[src/rtl/memory_pkg.sv]
// Shared constants and FSM encoding for the two-port memory arbiter.
package memory_pkg;

   localparam int DEPTH  = 16;
   localparam int ADDR_W = $clog2(DEPTH);
   localparam int DATA_W = 8;

   // One command slot, an optional read-response slot, then back to idle.
   typedef enum logic [1:0] {
      ST_IDLE   = 2'd0,
      ST_ACCESS = 2'd1,
      ST_RESP   = 2'd2
   } state_t;

endpackage

[src/rtl/rr_arbiter2.sv]
// Two-way round-robin pick. A lone requester always wins; on a tie the
// pointer names the winner. Every accepted pick moves the pointer to the
// other port, so a held tie alternates 0,1,0,1 starting from port 0.
module rr_arbiter2 (
   input  logic       clk,
   input  logic       rst_n,
   input  logic [1:0] req_i,
   input  logic       take_i,
   output logic       winner_o
);

   logic ptr_q, ptr_d;

   // Winner selection and pointer update for the current pick.
   always_comb begin
      // NOTE: every signal written here gets a default first, so no path can leave it unassigned and infer a latch.
      winner_o = req_i[1];
      ptr_d    = ptr_q;
      if (req_i == 2'b11) begin
         winner_o = ptr_q;
      end
      if (take_i && (req_i != 2'b00)) begin
         ptr_d = ~winner_o;
      end
   end

   // Priority pointer register; port 0 has priority out of reset.
   always_ff @(posedge clk or negedge rst_n) begin
      // NOTE: sequential state uses non-blocking assignments so every register samples pre-edge values.
      if (!rst_n) begin
         ptr_q <= 1'b0;
      end else begin
         ptr_q <= ptr_d;
      end
   end

endmodule

[src/rtl/memory_arbiter.sv]
// Two-port arbiter in front of a single-port-per-direction synchronous
// memory. IDLE captures the winning command, ACCESS issues it and pulses the
// winner's gnt, RESP returns read data with the winner's rvalid.
// Optional grant counters are built when MEMORY_ARBITER_STATS_EN is defined.
module memory_arbiter
   import memory_pkg::*;
#(
   parameter int NUM_PORTS = 2
) (
   input  logic              clk,
   input  logic              rst_n,
   input  logic              req0,
   input  logic              req1,
   input  logic              we0,
   input  logic              we1,
   input  logic [ADDR_W-1:0] addr0,
   input  logic [ADDR_W-1:0] addr1,
   input  logic [DATA_W-1:0] wdata0,
   input  logic [DATA_W-1:0] wdata1,
   output logic              gnt0,
   output logic              gnt1,
   output logic              rvalid0,
   output logic              rvalid1,
   output logic [DATA_W-1:0] rdata,
   output logic              mem_w_en,
   output logic              mem_r_en,
   output logic [ADDR_W-1:0] mem_w_addr,
   output logic [ADDR_W-1:0] mem_r_addr,
   output logic [DATA_W-1:0] mem_w_data,
   input  logic [DATA_W-1:0] mem_r_data
`ifdef MEMORY_ARBITER_STATS_EN
   ,
   output logic [7:0]        gnt_cnt0,
   output logic [7:0]        gnt_cnt1
`endif
);

   state_t              state_q, state_d;
   logic                port_q, port_d;
   logic                we_q, we_d;
   logic [ADDR_W-1:0]   addr_q, addr_d;
   logic [DATA_W-1:0]   wdata_q, wdata_d;
   logic                take;
   logic                winner;
   logic [NUM_PORTS-1:0] req_vec, gnt_vec, rvalid_vec;

   assign req_vec = {req1, req0};

   rr_arbiter2 u_rr (
      .clk      (clk),
      .rst_n    (rst_n),
      .req_i    (req_vec),
      .take_i   (take),
      .winner_o (winner)
   );

   // Next-state logic: capture the winner's command once, then walk the FSM.
   always_comb begin
      state_d = state_q;
      port_d  = port_q;
      we_d    = we_q;
      addr_d  = addr_q;
      wdata_d = wdata_q;
      take    = 1'b0;
      case (state_q)
         ST_IDLE: begin
            if (req_vec != '0) begin
               take    = 1'b1;
               port_d  = winner;
               we_d    = winner ? we1    : we0;
               addr_d  = winner ? addr1  : addr0;
               wdata_d = winner ? wdata1 : wdata0;
               state_d = ST_ACCESS;
            end
         end
         ST_ACCESS: state_d = we_q ? ST_IDLE : ST_RESP;
         ST_RESP:   state_d = ST_IDLE;
         default:   state_d = ST_IDLE;
      endcase
   end

   // State and captured-command registers.
   always_ff @(posedge clk or negedge rst_n) begin
      if (!rst_n) begin
         state_q <= ST_IDLE;
         port_q  <= 1'b0;
         we_q    <= 1'b0;
         addr_q  <= '0;
         wdata_q <= '0;
      end else begin
         state_q <= state_d;
         port_q  <= port_d;
         we_q    <= we_d;
         addr_q  <= addr_d;
         wdata_q <= wdata_d;
      end
   end

   // Output decode: memory bus and gnt only in ACCESS, read data only in RESP.
   always_comb begin
      mem_w_en   = 1'b0;
      mem_r_en   = 1'b0;
      mem_w_addr = '0;
      mem_r_addr = '0;
      mem_w_data = '0;
      rdata      = '0;
      gnt_vec    = '0;
      rvalid_vec = '0;
      case (state_q)
         ST_ACCESS: begin
            gnt_vec[port_q] = 1'b1;
            if (we_q) begin
               mem_w_en   = 1'b1;
               mem_w_addr = addr_q;
               mem_w_data = wdata_q;
            end else begin
               mem_r_en   = 1'b1;
               mem_r_addr = addr_q;
            end
         end
         ST_RESP: begin
            rvalid_vec[port_q] = 1'b1;
            rdata              = mem_r_data;
         end
         default: ;
      endcase
   end

   assign gnt0    = gnt_vec[0];
   assign gnt1    = gnt_vec[1];
   assign rvalid0 = rvalid_vec[0];
   assign rvalid1 = rvalid_vec[1];

`ifdef MEMORY_ARBITER_STATS_EN
   logic [7:0] cnt0_q, cnt1_q;

   // Per-port grant counters, saturating at 255.
   always_ff @(posedge clk or negedge rst_n) begin
      if (!rst_n) begin
         cnt0_q <= 8'd0;
         cnt1_q <= 8'd0;
      end else begin
         if (gnt_vec[0] && (cnt0_q != 8'hFF)) cnt0_q <= cnt0_q + 8'd1;
         if (gnt_vec[1] && (cnt1_q != 8'hFF)) cnt1_q <= cnt1_q + 8'd1;
      end
   end

   assign gnt_cnt0 = cnt0_q;
   assign gnt_cnt1 = cnt1_q;
`endif

endmodule

[config.mk]
export PLATFORM = sky130hd
export DESIGN_NAME = memory_arbiter
export DESIGN_NICKNAME = d
export VERILOG_FILES = /design/src/rtl/memory_pkg.sv /design/src/rtl/rr_arbiter2.sv /design/src/rtl/memory_arbiter.sv
export SDC_FILE = /design/constraint.sdc
export NUM_CORES = 1
export LEC_CHECK = 0
export CORE_MARGIN = 4
export CORE_UTILIZATION = 38
export DETAILED_ROUTE_END_ITERATION = 10
export PLACE_DENSITY = 0.83
export SKIP_CTS_REPAIR_TIMING = 1
export SLEW_MARGIN = 20
export SYNTH_ARGS = -nofsm -noshare
export SYNTH_HDL_FRONTEND = slang
export SYNTH_HIERARCHICAL = 1
export SYNTH_SLANG_ARGS = --single-unit
[constraint.sdc]
create_clock -name clk -period 5.1 [get_ports clk]
set_input_delay 1.02 -clock clk [delete_from_list [all_inputs] [get_ports clk]]
set_output_delay 1.02 -clock clk [all_outputs]
set_load 0.03 [all_outputs]
==> results.md <==
- Total Routing Usage GR: between 10% and 20%
- Die X: 60.1 um
- Placed Cells: ~180
- Reg2reg path depth: 2
- Die Area: roughly 0.0036 mm^2
- Final worst slack: roughly 1.6 ns
- Unrepaired setup endpoints after global routing: false
- Hold slack: 0.479 ns
- # setup viols final: 0
- Most common cell in the synthesized netlist: and2_1
- Routability Congestion: between 0.6 and 0.7
- Top cells by count, synth: and2_1 (26), dfrtp_1 (17), mux2_2 (17)
- Routed Antenna Nets: 0
- Placement Setup Slack: 1.79 ns
- Synth Instances: 89
- Initial Util: ~41%
- CP max FO: 13
- Number of global-route vias before repair: 970
- Clk sinks: 17
- Netlist cell types: 17
- Crit. End Element: output pin
- Critical R2R Capture: wdata_q[0]$_DFFE_PN0P_
- Max_cap viols: 0
- Pin count of the biggest net entering global routing: 18
- Max Slew Vio Count: 0
- #FFs+latches synth: 17
- # nets final: 197
- Buffer type at the clock tree root: clkbuf_4
- Post-route cell area: roughly 0.0017 mm^2
- HP Start: we_q$_DFFE_PN0P_
- Pre-antenna DRT Iters: 3
- Htree depth: 1
- Syn nets: between 100 and 150
- Total number of vias: approximately 900
- Initial antenna violation count: 0
- Gr ovfl total: 0
- Ys Warns: 6
- Minimum clock period: around 3.5 ns
- Reg-to-Reg Start: state_q[0]$_DFFE_PN0P_
- Hold Path End: state_q[1]$_DFFE_PN0P_
- Drt wl/cell: roughly 15 um
- Area Growth Syn to Fin: 69.5%
- Post-Route WL: about 2800 um
- Register area share after synthesis: roughly two fifths
- Post-synth design cell area: roughly 0.0010 mm^2
- Primary FF master, synth: dfrtp_1
- Clock-pin slew on the worst setup and hold paths: 0.10 ns
- Yosys top cell by area: dfrtp_1
- Antenna Cells: 0
- Async set-reset flop share out of synthesis: 100%
- Hold Crit Class: reg2reg
- Synth area leaders: dfrtp_1 (41%), mux2_2 (19%), and2_1 (16%), mux2_4 (10%), buf_6 (2.2%)
- Clock latency on the worst-skew pair: about 0.28 ns
- Crit path launch type: register
- Post-synth EDFFs: 0
- Crit path required time: about 4 ns
- Num CTS Buffers: 3
- TNS Setup: 0 ns
- Share of cells above drive strength 1: 19.0%
- F_max: 287 MHz
- Top cell type's share of synthesized area: about two fifths
- Relative slew slack: a little over two fifths
- Max rail drop VDD: between 300 and 400 uV
- PortBufs: 67
- Worst-margin pin slew: around 0.86 ns
- Outcome: complete, no violations
- CTS tree: built
- Pleak: roughly 0.00073 uW
- Vias/cell: 4.81
- Hold Path Stages: 1
- Synth Area per Inst: around 12 um^2
- Endpoints failing hold: 0
- Final period util: between 60% and 70%
- CTS Buffer Depth: 2
- Chip Height: 60.1 um
- Power density over the cells: roughly 520 mW/mm^2
- Critical setup path kind: reg2out
- Area after DPL: between 0.0015 and 0.002 mm^2
- Drc violations: 0
- Global-route wire length before repair: around 4200 um
- Slack of the worst reg-to-reg path: roughly 3.4 ns
- Worst Skew: between 0.0008 and 0.0009 ns
- Row cnt: 18
- Crit path DAT: 2.47 ns
- Std-Cell Core Area: ~0.0025 mm^2
- Top-Level Pins: just under 70
- Final non-filler cell total: 188
- DRT iter0 DRCs: 3
- HPWL after DPL: approximately 2200 um
## power by group
part	switching, uW	leakage, uW	total [uW]	internal [uW]
clock	43.2	0.0000177	72.3	29.1
sequential	46.9	0.000200	251	204
combinational	289	0.000509	578	289
## logic make-up (layout without fill, tap and decap cells)
family	count (synthesis)	in the layout	synth area share, %
AO/OA/AOI/OAI	3	3	1.82
multiplexers	27	27	31.8
buffers and inverters	6	75	3.77
AND/OR/NAND/NOR	36	36	21.3
flip-flops	17	17	41.3
## per-layer routing
layer	wire length (um)	vias up	part of all wire (%)	global-route usage, %
li1	-	437	-	-
met1	1080	417	39	16.0
met2	1390	48	50	30.2
met3	292	2	10	4.54
met4	27	0	0.97	5.70
met5	0	-	0	0
## metrics by stage
stage | util (%) | total power [uW]
4_1_cts | 69.2 | 915
3_5_place_dp | 68.1 | 840
3_3_place_gp | 68.1 | 823
2_1_floorplan | - | 628
5_1_grt | 69.2 | 961
6_report | 69.2 | 901
## cell usage in the layout, fill, tap and decap left out
| cell | count |
|---|---|
| nor2b_1 | 1 |
| buf_4 | 1 |
| mux2i_1 | 2 |
| nor3_4 | 1 |
| mux2_2 | 17 |
| a21oi_1 | 1 |
| nor2_1 | 6 |
| dfrtp_1 | 17 |
| a31oi_1 | 1 |
| inv_1 | 3 |
| clkinv_2 | 1 |
| mux2_1 | 1 |
| mux2_4 | 7 |
| and2_1 | 26 |
| clkdlybuf4s50_1 | 67 |
| nand2b_1 | 1 |
| clkbuf_4 | 3 |
| a21boi_1 | 1 |
| nor3_1 | 1 |
## registers in the layout, summed over array words and instances (netlist names)
name        count
state_q         2
wdata_q         8
port_q          1
addr_q          4
u_rr/ptr_q      1
we_q            1
## worst max-delay path by stage
stage	end	cells past startpoint	startpoint	slack (ns)
finish	mem_w_data[7]	4	state_q[1]$_DFFE_PN0P_	1.61
global route	mem_w_data[5]	4	state_q[1]$_DFFE_PN0P_	1.40
CTS	mem_w_data[7]	4	state_q[1]$_DFFE_PN0P_	1.56
detailed placement	rdata[4]	3	mem_r_data[4]	1.79
global placement	rdata[4]	3	mem_r_data[4]	1.80
floorplan	mem_r_addr[0]	3	state_q[1]$_DFFE_PN0P_	2.58
## area by class of cell
cell class              instances  area [um^2]
clock inverters                 1         5.00
inverters                       3         11.3
well taps                      30         37.5
multi-input cells              66          566
fillers                       198          777
repair buffers                 68          678
flip-flops and latches         17          425
clock buffers                   3         22.5
## worst max-delay path: stages, from the launching register on
cell	delay [ns]
dfrtp_1	0.44
nand2b_1	0.23
nor2_1	0.59
and2_1	0.23
clkdlybuf4s50_1	0.69
Power figures use the tool's default switching activity.
